--- config.mk ---
export PLATFORM = sky130hd
export DESIGN_NAME = glb_iact_rd_sched
export DESIGN_NICKNAME = d
export VERILOG_FILES = /design/src/rtl/glb_iact_rd_sched.sv
export SDC_FILE = /design/constraint.sdc
export NUM_CORES = 1
export LEC_CHECK = 0
export ABC_CLOCK_PERIOD_IN_PS = 1700
export BUFFER_PORTS_ARGS = -buffer_cell sky130_fd_sc_hd__buf_2
export CORE_MARGIN = 2
export CORE_UTILIZATION = 55
export CTS_BUF_LIST = sky130_fd_sc_hd__clkbuf_2 sky130_fd_sc_hd__clkbuf_4 sky130_fd_sc_hd__clkbuf_8
export DETAILED_ROUTE_END_ITERATION = 10
export PLACE_DENSITY = 0.85
export SLEW_MARGIN = 40
export SYNTH_ARGS = -nofsm -noshare
export SYNTH_HDL_FRONTEND = slang
export SYNTH_SLANG_ARGS = --single-unit
export TNS_END_PERCENT = 1
--- constraint.sdc ---
create_clock -name clk -period 1.7 [get_ports clk]
set_input_delay 0.255 -clock clk [delete_from_list [all_inputs] [get_ports clk]]
set_output_delay 0.255 -clock clk [all_outputs]
set_load 0.02 [all_outputs]
--- src/rtl/glb_iact_rd_sched.sv ---
// Read scheduler for the iact global buffer.
// Two requesters take turns (round-robin) to issue read bursts. The block walks
// consecutive GLB addresses and re-aligns the GLB's one-cycle-late read data
// into a 4-entry output FIFO with valid/ready backpressure.
module glb_iact_rd_sched #(
  parameter int DATA_BITWIDTH = 16,
  parameter int ADDR_BITWIDTH = 10,
  parameter int LEN_BITWIDTH  = 6
) (
  input  logic                     clk,
  input  logic                     reset,
  input  logic                     req0_valid,
  output logic                     req0_ready,
  input  logic [ADDR_BITWIDTH-1:0] req0_base,
  input  logic [LEN_BITWIDTH-1:0]  req0_len,
  input  logic                     req1_valid,
  output logic                     req1_ready,
  input  logic [ADDR_BITWIDTH-1:0] req1_base,
  input  logic [LEN_BITWIDTH-1:0]  req1_len,
  output logic                     glb_read_req,
  output logic [ADDR_BITWIDTH-1:0] glb_r_addr,
  input  logic [DATA_BITWIDTH-1:0] glb_r_data,
  output logic                     out_valid,
  input  logic                     out_ready,
  output logic [DATA_BITWIDTH-1:0] out_data,
  output logic                     out_id,
  output logic                     out_last,
  output logic                     busy
);

  localparam int unsigned FIFO_DEPTH = 4;

  typedef enum logic [1:0] {
    IDLE  = 2'd0,
    BURST = 2'd1,
    DRAIN = 2'd2
  } state_t;

  state_t state, state_nxt;

  // Arbitration / command
  logic                     rr_ptr;        // id granted last; tie goes to the other one
  logic                     grant0, grant1;
  logic                     accept;
  logic                     acc_id;
  logic [ADDR_BITWIDTH-1:0] acc_base;
  logic [LEN_BITWIDTH-1:0]  acc_len;

  // Burst walk
  logic [ADDR_BITWIDTH-1:0] addr_cnt;
  logic [LEN_BITWIDTH-1:0]  remaining;
  logic                     cur_id;
  logic                     issue;
  logic                     issue_last;

  // One read in flight inside the GLB
  logic                     rd_pending;
  logic                     rd_pend_id;
  logic                     rd_pend_last;

  // Output FIFO
  logic [DATA_BITWIDTH-1:0] fifo_data [FIFO_DEPTH];
  logic                     fifo_id   [FIFO_DEPTH];
  logic                     fifo_last [FIFO_DEPTH];
  logic [1:0]               wr_ptr, rd_ptr;
  logic [2:0]               fifo_count;
  logic [2:0]               inflight;
  logic                     push, pop;

  // Round-robin grant, only offered while idle and out of reset
  always_comb begin
    grant0 = 1'b0;
    grant1 = 1'b0;
    if (state == IDLE && reset) begin
      if (req0_valid && req1_valid) begin
        grant0 = rr_ptr;
        grant1 = !rr_ptr;
      end else begin
        grant0 = req0_valid;
        grant1 = req1_valid;
      end
    end
  end

  assign req0_ready = grant0;
  assign req1_ready = grant1;
  assign accept     = grant0 | grant1;
  assign acc_id     = grant1;
  assign acc_base   = grant1 ? req1_base : req0_base;
  assign acc_len    = grant1 ? req1_len  : req0_len;

  // Throttle issue so FIFO occupancy plus the beat still inside the GLB never exceeds depth
  assign inflight   = fifo_count + 3'(rd_pending);
  assign issue      = (state == BURST) && (inflight < 3'(FIFO_DEPTH));
  assign issue_last = issue && (remaining == LEN_BITWIDTH'(1));

  assign push = rd_pending;
  assign pop  = out_valid & out_ready;

  // State register
  always_ff @(posedge clk or negedge reset) begin
    if (!reset) state <= IDLE;
    else        state <= state_nxt;
  end

  // Next-state: leave DRAIN in the same cycle the final beat is popped
  always_comb begin
    state_nxt = state;
    unique case (state)
      IDLE:    if (accept && acc_len != '0) state_nxt = BURST;
      BURST:   if (issue_last) state_nxt = DRAIN;
      DRAIN:   if (!rd_pending && (fifo_count == 3'd0 || (fifo_count == 3'd1 && pop)))
                 state_nxt = IDLE;
      default: state_nxt = IDLE;
    endcase
  end

  // Command latch, address/length counters and the in-flight read tag
  always_ff @(posedge clk or negedge reset) begin
    if (!reset) begin
      rr_ptr       <= 1'b1;
      addr_cnt     <= '0;
      remaining    <= '0;
      cur_id       <= 1'b0;
      rd_pending   <= 1'b0;
      rd_pend_id   <= 1'b0;
      rd_pend_last <= 1'b0;
    end else begin
      rd_pending   <= issue;
      rd_pend_id   <= cur_id;
      rd_pend_last <= issue_last;
      if (accept) begin
        rr_ptr    <= acc_id;
        addr_cnt  <= acc_base;
        remaining <= acc_len;
        cur_id    <= acc_id;
      end else if (issue) begin
        addr_cnt  <= addr_cnt + 1'b1;
        remaining <= remaining - 1'b1;
      end
    end
  end

  // The address counter register doubles as the GLB address port: it only moves on an
  // issue or a new command, so it holds steady while reads are throttled.
  assign glb_read_req = issue;
  assign glb_r_addr   = addr_cnt;

  // Output FIFO storage and pointers
  always_ff @(posedge clk or negedge reset) begin
    if (!reset) begin
      for (int unsigned i = 0; i < FIFO_DEPTH; i++) begin
        fifo_data[i] <= '0;
        fifo_id[i]   <= 1'b0;
        fifo_last[i] <= 1'b0;
      end
      wr_ptr     <= '0;
      rd_ptr     <= '0;
      fifo_count <= '0;
    end else begin
      if (push) begin
        fifo_data[wr_ptr] <= glb_r_data;
        fifo_id[wr_ptr]   <= rd_pend_id;
        fifo_last[wr_ptr] <= rd_pend_last;
        wr_ptr            <= wr_ptr + 1'b1;
      end
      if (pop) rd_ptr <= rd_ptr + 1'b1;
      if (push && !pop)      fifo_count <= fifo_count + 1'b1;
      else if (pop && !push) fifo_count <= fifo_count - 1'b1;
    end
  end

  assign out_valid = (fifo_count != 3'd0);
  assign out_data  = fifo_data[rd_ptr];
  assign out_id    = fifo_id[rd_ptr];
  assign out_last  = fifo_last[rd_ptr];
  assign busy      = (state != IDLE);

endmodule

# == After elaboration in Yosys (flattened, before gate mapping) ==
# Index checks and enable logic that the tools add are counted.
# op_classes
muxes,32
n_reduce_logical,22
bitwise_logic,4
n_lt_le_gt_ge,4
n_eq_ne,7
addsub,7
# op_table
op,count
bitwise mux 64 bit,1
two-way mux 16 bit,3
binary-select mux 16 bit (select 2 bit),1
demux 16 bit (select 2 bit),1
two-way mux 10 bit,3
two-way mux 6 bit,3
adder 10 x 1 -> 10 bit (second input constant),1
logical AND 1 bit,10
two-way mux 1 bit,9
bitwise mux 4 bit,2
equality test 6 x 1 -> 1 bit (second input constant),1
>= comparator 3 bit (second input constant),2
two-way mux 2 bit,3
two-way mux 3 bit,2
inverter 2 -> 3 bit,2
one-hot mux 2 bit (3 select lines),1
nonzero test 2 bit,3
nonzero test 6 bit,1
subtractor 6 x 1 -> 6 bit (second input constant),1
adder 2 x 1 -> 2 bit (second input constant),2
binary-select mux 1 bit (select 2 bit),2
!= test 2 bit (second input constant),2
adder 3 x 1 -> 3 bit,1
adder 3 x 1 -> 3 bit (second input constant),1
other kinds (16),18
# word_totals
reg_bits,102
out_inout_bits,33
wordCells,99
input_bits,53

# == Logic depth before layout (Yosys ltp) ==
# depth
word_depth,8
ltp_mapped,8
ltp_nobuf,8

# == Worst setup path after synthesis ==
# Ideal clock, no wire load.
# synth_path
path_kind,reg-to-reg
from,register fifo_count[0]
to,register fifo_count[2]
stages_incl_launch_ff,9
t_required_ps,1572
t_arrival_ps,1626
period_less_slack_ps,1754
setup_slack_ps,-54
setup_time_ps,128
path_cell_list,dfrtp_1 > inv_1 > ha_1 > nand2b_1 > nand2_1 > ha_1 > mux2i_1 > nor2_1 > xor2_1
# synth_via
elab_chain_len,5
# synth_lines
item,line,rtl
from (decl),66,logic [2:0] fifo_count;
from (signal assigned),168,if (push && !pop) fifo_count <= fifo_count + 1'b1;
from (signal assigned),169,else if (pop && !push) fifo_count <= fifo_count - 1'b1;
nonzero test 3 bit (*),173,assign out_valid = (fifo_count != 3'd0);
named net out_valid,23,"output logic out_valid,"
bitwise AND 1 bit (*),98,assign pop = out_valid & out_ready;
logical NOT 1 bit,168,
logical AND 1 bit,168,
two-way mux 3 bit / nonzero test 2 bit (equally long branches),-,
# Mark *: on every way through the listed nets, which the timed path passes. The rest lies on a longest branch. The select of a mux whose other input is x is not followed.
# A chain may end at the register's enable or synchronous reset.

# == Final worst setup path ==
# layout_path
from,register rd_ptr[0]
to,output out_data[2]
# layout_via
elab_chain_len,4
# layout_lines
item,line,rtl
from (decl),65,"logic [1:0] wr_ptr, rd_ptr;"
from (signal assigned),167,if (pop) rd_ptr <= rd_ptr + 1'b1;
inverter 2 -> 3 bit (not written as such),174,assign out_data = fifo_data[rd_ptr];
binary-select mux 16 bit (select 2 bit),174,
two-way mux 16 bit (not written as such) (2 in series),174,
to (decl),25,"output logic [DATA_BITWIDTH-1:0] out_data,"
# Every way passes these cells. The select of a mux whose other input is x is not followed.

==> key figures <==
Floorplanning
  • Chip height: 99.0 um
  • Core area: 8720 um2
  • Starting Density: 57.0%
  • Die Area: 9810 um2
  • Die width: 99.0 um
  • I/O Pins: 86
  • Placement row count: 34

Finish
  • Inserted Diodes: 0
  • Commonest cells after routing, fill and taps aside: 95 x dfrtp_1, 77 x buf_2, 72 x mux2_2, 20 x buf_4, 18 x mux4_2
  • Final net count: 534
  • Final Non-Filler Cells: 582
  • Synthesis-to-finish area growth: 22.9%
  • Fill count: 610
  • Commonest non-fill, non-tap cell in the layout: dfrtp_1
  • Share of layout cells above drive strength 1: 52.7%

Setup path
  • Crit start category: flop
  • Largest stage delay on the critical path: 0.54 ns
  • Critical R2R Capture: glb_r_addr[8]
  • Worst R2R Path Depth: 4
  • R2r setup slk: 0.07 ns
  • CP max-delay cell: mux4_2
  • Crit path cell chain: buf_12, mux4_2, buf_6
  • CP Class: flop to output port
  • R2r startpoint: push
  • Arrival @ worst endpoint: 1.67 ns
  • Worst EP required: 1.44 ns
  • CP max FO: 8
  • Worst setup EP type: output port

Synthesis
  • Sequential share of the synthesized area: 51.4%
  • Avg Cell Area, Syn: 13.8 um2
  • Synth Instances: 360
  • Yosys warns: 0
  • Synthesized net count: 425
  • Synth top area share: 50.9%
  • Number of synthesized flops with an enable pin: 0
  • Post-synth cell types: 51
  • Synth Flop Type: dfrtp_1
  • Synth top area cells: dfrtp_1 51%, mux2_2 16%, mux4_2 8.2%, ha_1 3.0%, mux2i_1 1.4%
  • Asr flop ratio synth: 100%
  • Synth Register Bits: 102
  • Yosys top cell by area: dfrtp_1
  • Mapped Area: 4970 um2

Clock tree
  • H-tree Lvls: 3
  • CTS max path bufs: 2
  • CTS root buffer: clkbuf_8
  • # Post-CTS Setup Buffers: 0
  • CTS buffer count: 9
  • Worst-skew pair later-pin latency: 0.36 ns
  • # clock sinks: 102
  • Clk slew on worst S/H paths: 0.10 ns
  • CTS tree: built

Min path
  • Hold Startpoint: glb_r_data[10]
  • Hold path endpoint: fifo_data[10]
  • Hold path depth: 2
  • Min-Delay Path Class: input pin to flop

Placed design
  • Inst Count DP: 564
  • Port buffer count: 85
  • HPWL Detailed: 7.58 mm
  • Placer Congestion: 0.835

Timing
  • Worst slew margin: 63.8%
  • Final cycle utilization of the critical path: 113%
  • RSZ-0062 raised after global routing: true
  • Clock Skews: 0.00615 ns
  • Fmax: 0.519 GHz
  • Tmin final: 1.93 ns
  • Final worst slack: -0.226 ns
  • Setup tns final: -4.01 ns
  • Final count of hold timing violations: 0
  • Endpoints failing setup: 21
  • Slew @ Worst Pin: 0.544 ns
  • Slew Viols, Final: 0

Route
  • Post-route antenna net violation count: 0
  • Initial DRT Pass Iterations: 4
  • Average wire per standard cell: 18.7 um
  • Drt initial violations: 133
  • Drt drc: 0
  • Final wirelength: 10.9 mm
  • Via density: 5.95
  • Via count: 3461

GRT
  • First-pass GRT wire length: 17.3 mm
  • Total track usage: 22.5%
  • Number of global-route vias before repair: 3597
  • Largest net degree at the start of global routing: 103
  • Total gr overflow: 0
  • Antenna violations before repair: 0

Power
  • Total power: 12.4 mW
  • Leakage: 2.75 nW
  • Max IR drop VDD: 0.000979 V
  • P per Cell Area: 2040 nW/um2

Outcome
  • Status: complete, but fails checks
  • Failing checks: setup timing

Flow run
  • Max cap viols: 0
[sequential cells by signal, indices dropped and copies added (netlist names)]
| register | flops |
|---|---|
| cur_id | 1 |
| fifo_count | 3 |
| fifo_data | 64 |
| fifo_id | 4 |
| fifo_last | 4 |
| glb_r_addr | 10 |
| push | 1 |
| rd_pend_id | 1 |
| rd_pend_last | 1 |
| rd_ptr | 2 |
| remaining | 6 |
| rr_ptr | 1 |
| state | 2 |
| wr_ptr | 2 |
[where the power goes]
group / switching, mW / leakage, nW / total [mW] / internal, mW
logic: 3.05 / 1.46 / 6.36 / 3.30
clock network: 0.882 / 0.0968 / 1.58 / 0.699
registers: 0.826 / 1.20 / 4.49 / 3.66
total: 4.76 / 2.75 / 12.4 / 7.67
[cells by family after synthesis]
group	after synthesis	synth area share, %
AO/OA/AOI/OAI	53	8.69
XOR/XNOR	7	1.23
AND/OR/NAND/NOR	62	7.28
adder cells (fa/ha/maj)	12	3.02
multiplexers	97	25.9
buffers and inverters	27	2.47
flip-flops	102	51.4
[worst max-delay path, delay by kind of cell (launching register included)]
family                 cells  cell delay, ns
buffers and inverters      2            0.31
DFF                        1            0.45
muxes                      1            0.54
[worst max-delay path by stage]
stage | from | end
final | rd_ptr[0] | out_data[2]
after global routing | rd_ptr[0] | out_data[2]
after CTS | rd_ptr[0] | out_data[0]
after detailed placement | fifo_count[0] | fifo_count[2]
after global placement | state[1] | state[0]
after floorplan | state[0] | req0_ready
[routing by layer]
metal  part of all wire [%]  track usage [%]  wire length, um  up-vias
met3                    3.8             3.97              414       13
met2                     54             40.1             5830       93
met5                      0                0                0        -
li1                       -                -                -     1584
met1                     41             27.9             4480     1771
met4                    1.3             6.95              141        0
[stage by stage]
| step | setup WS [ns] | cell area [um2] | hold WS, ns | util, % |
|---|---|---|---|---|
| after floorplan | 0.00790 | 4970 | -0.0406 | - |
| after global placement | 0.0507 | 5760 | 0.367 | 66.0 |
| after detailed placement | -0.00879 | 5760 | 0.374 | 66.0 |
| after CTS | -0.246 | 6010 | 0.142 | 68.9 |
| after global routing | -0.288 | 6100 | 0.157 | 70.0 |
| final | -0.226 | 6100 | 0.156 | 70.0 |
[final cells by class]
cell class              instances  area, um2  area share, %
clock buffers                   9        124           2.03
clock inverters                 7       80.1           1.31
multi-input cells             231       2350           38.5
inverters                      11       43.8          0.718
well taps                     108        135           2.21
flip-flops and latches        102       2560           42.0
repair buffers                114        810           13.3
[cells in the mapped netlist (9+ instances only)]
cell and count:
and3_1 11, buf_2 11, dfrtp_1 101, ha_1 12, inv_1 9, mux2_2 72
mux4_2 18, nand2_1 18, o211ai_1 9
[repair_timing]
action / in CTS / in global routing
gates resized for setup: 12 / 21
cloned: 0 / 1
pin swaps: 1 / 0
endpoints found under the hold margin: 51 / 0
endpoints found under the setup margin: 24 / 26
hold buffers: 1 / 0
Note: power is estimated with default switching activity, not from simulation.
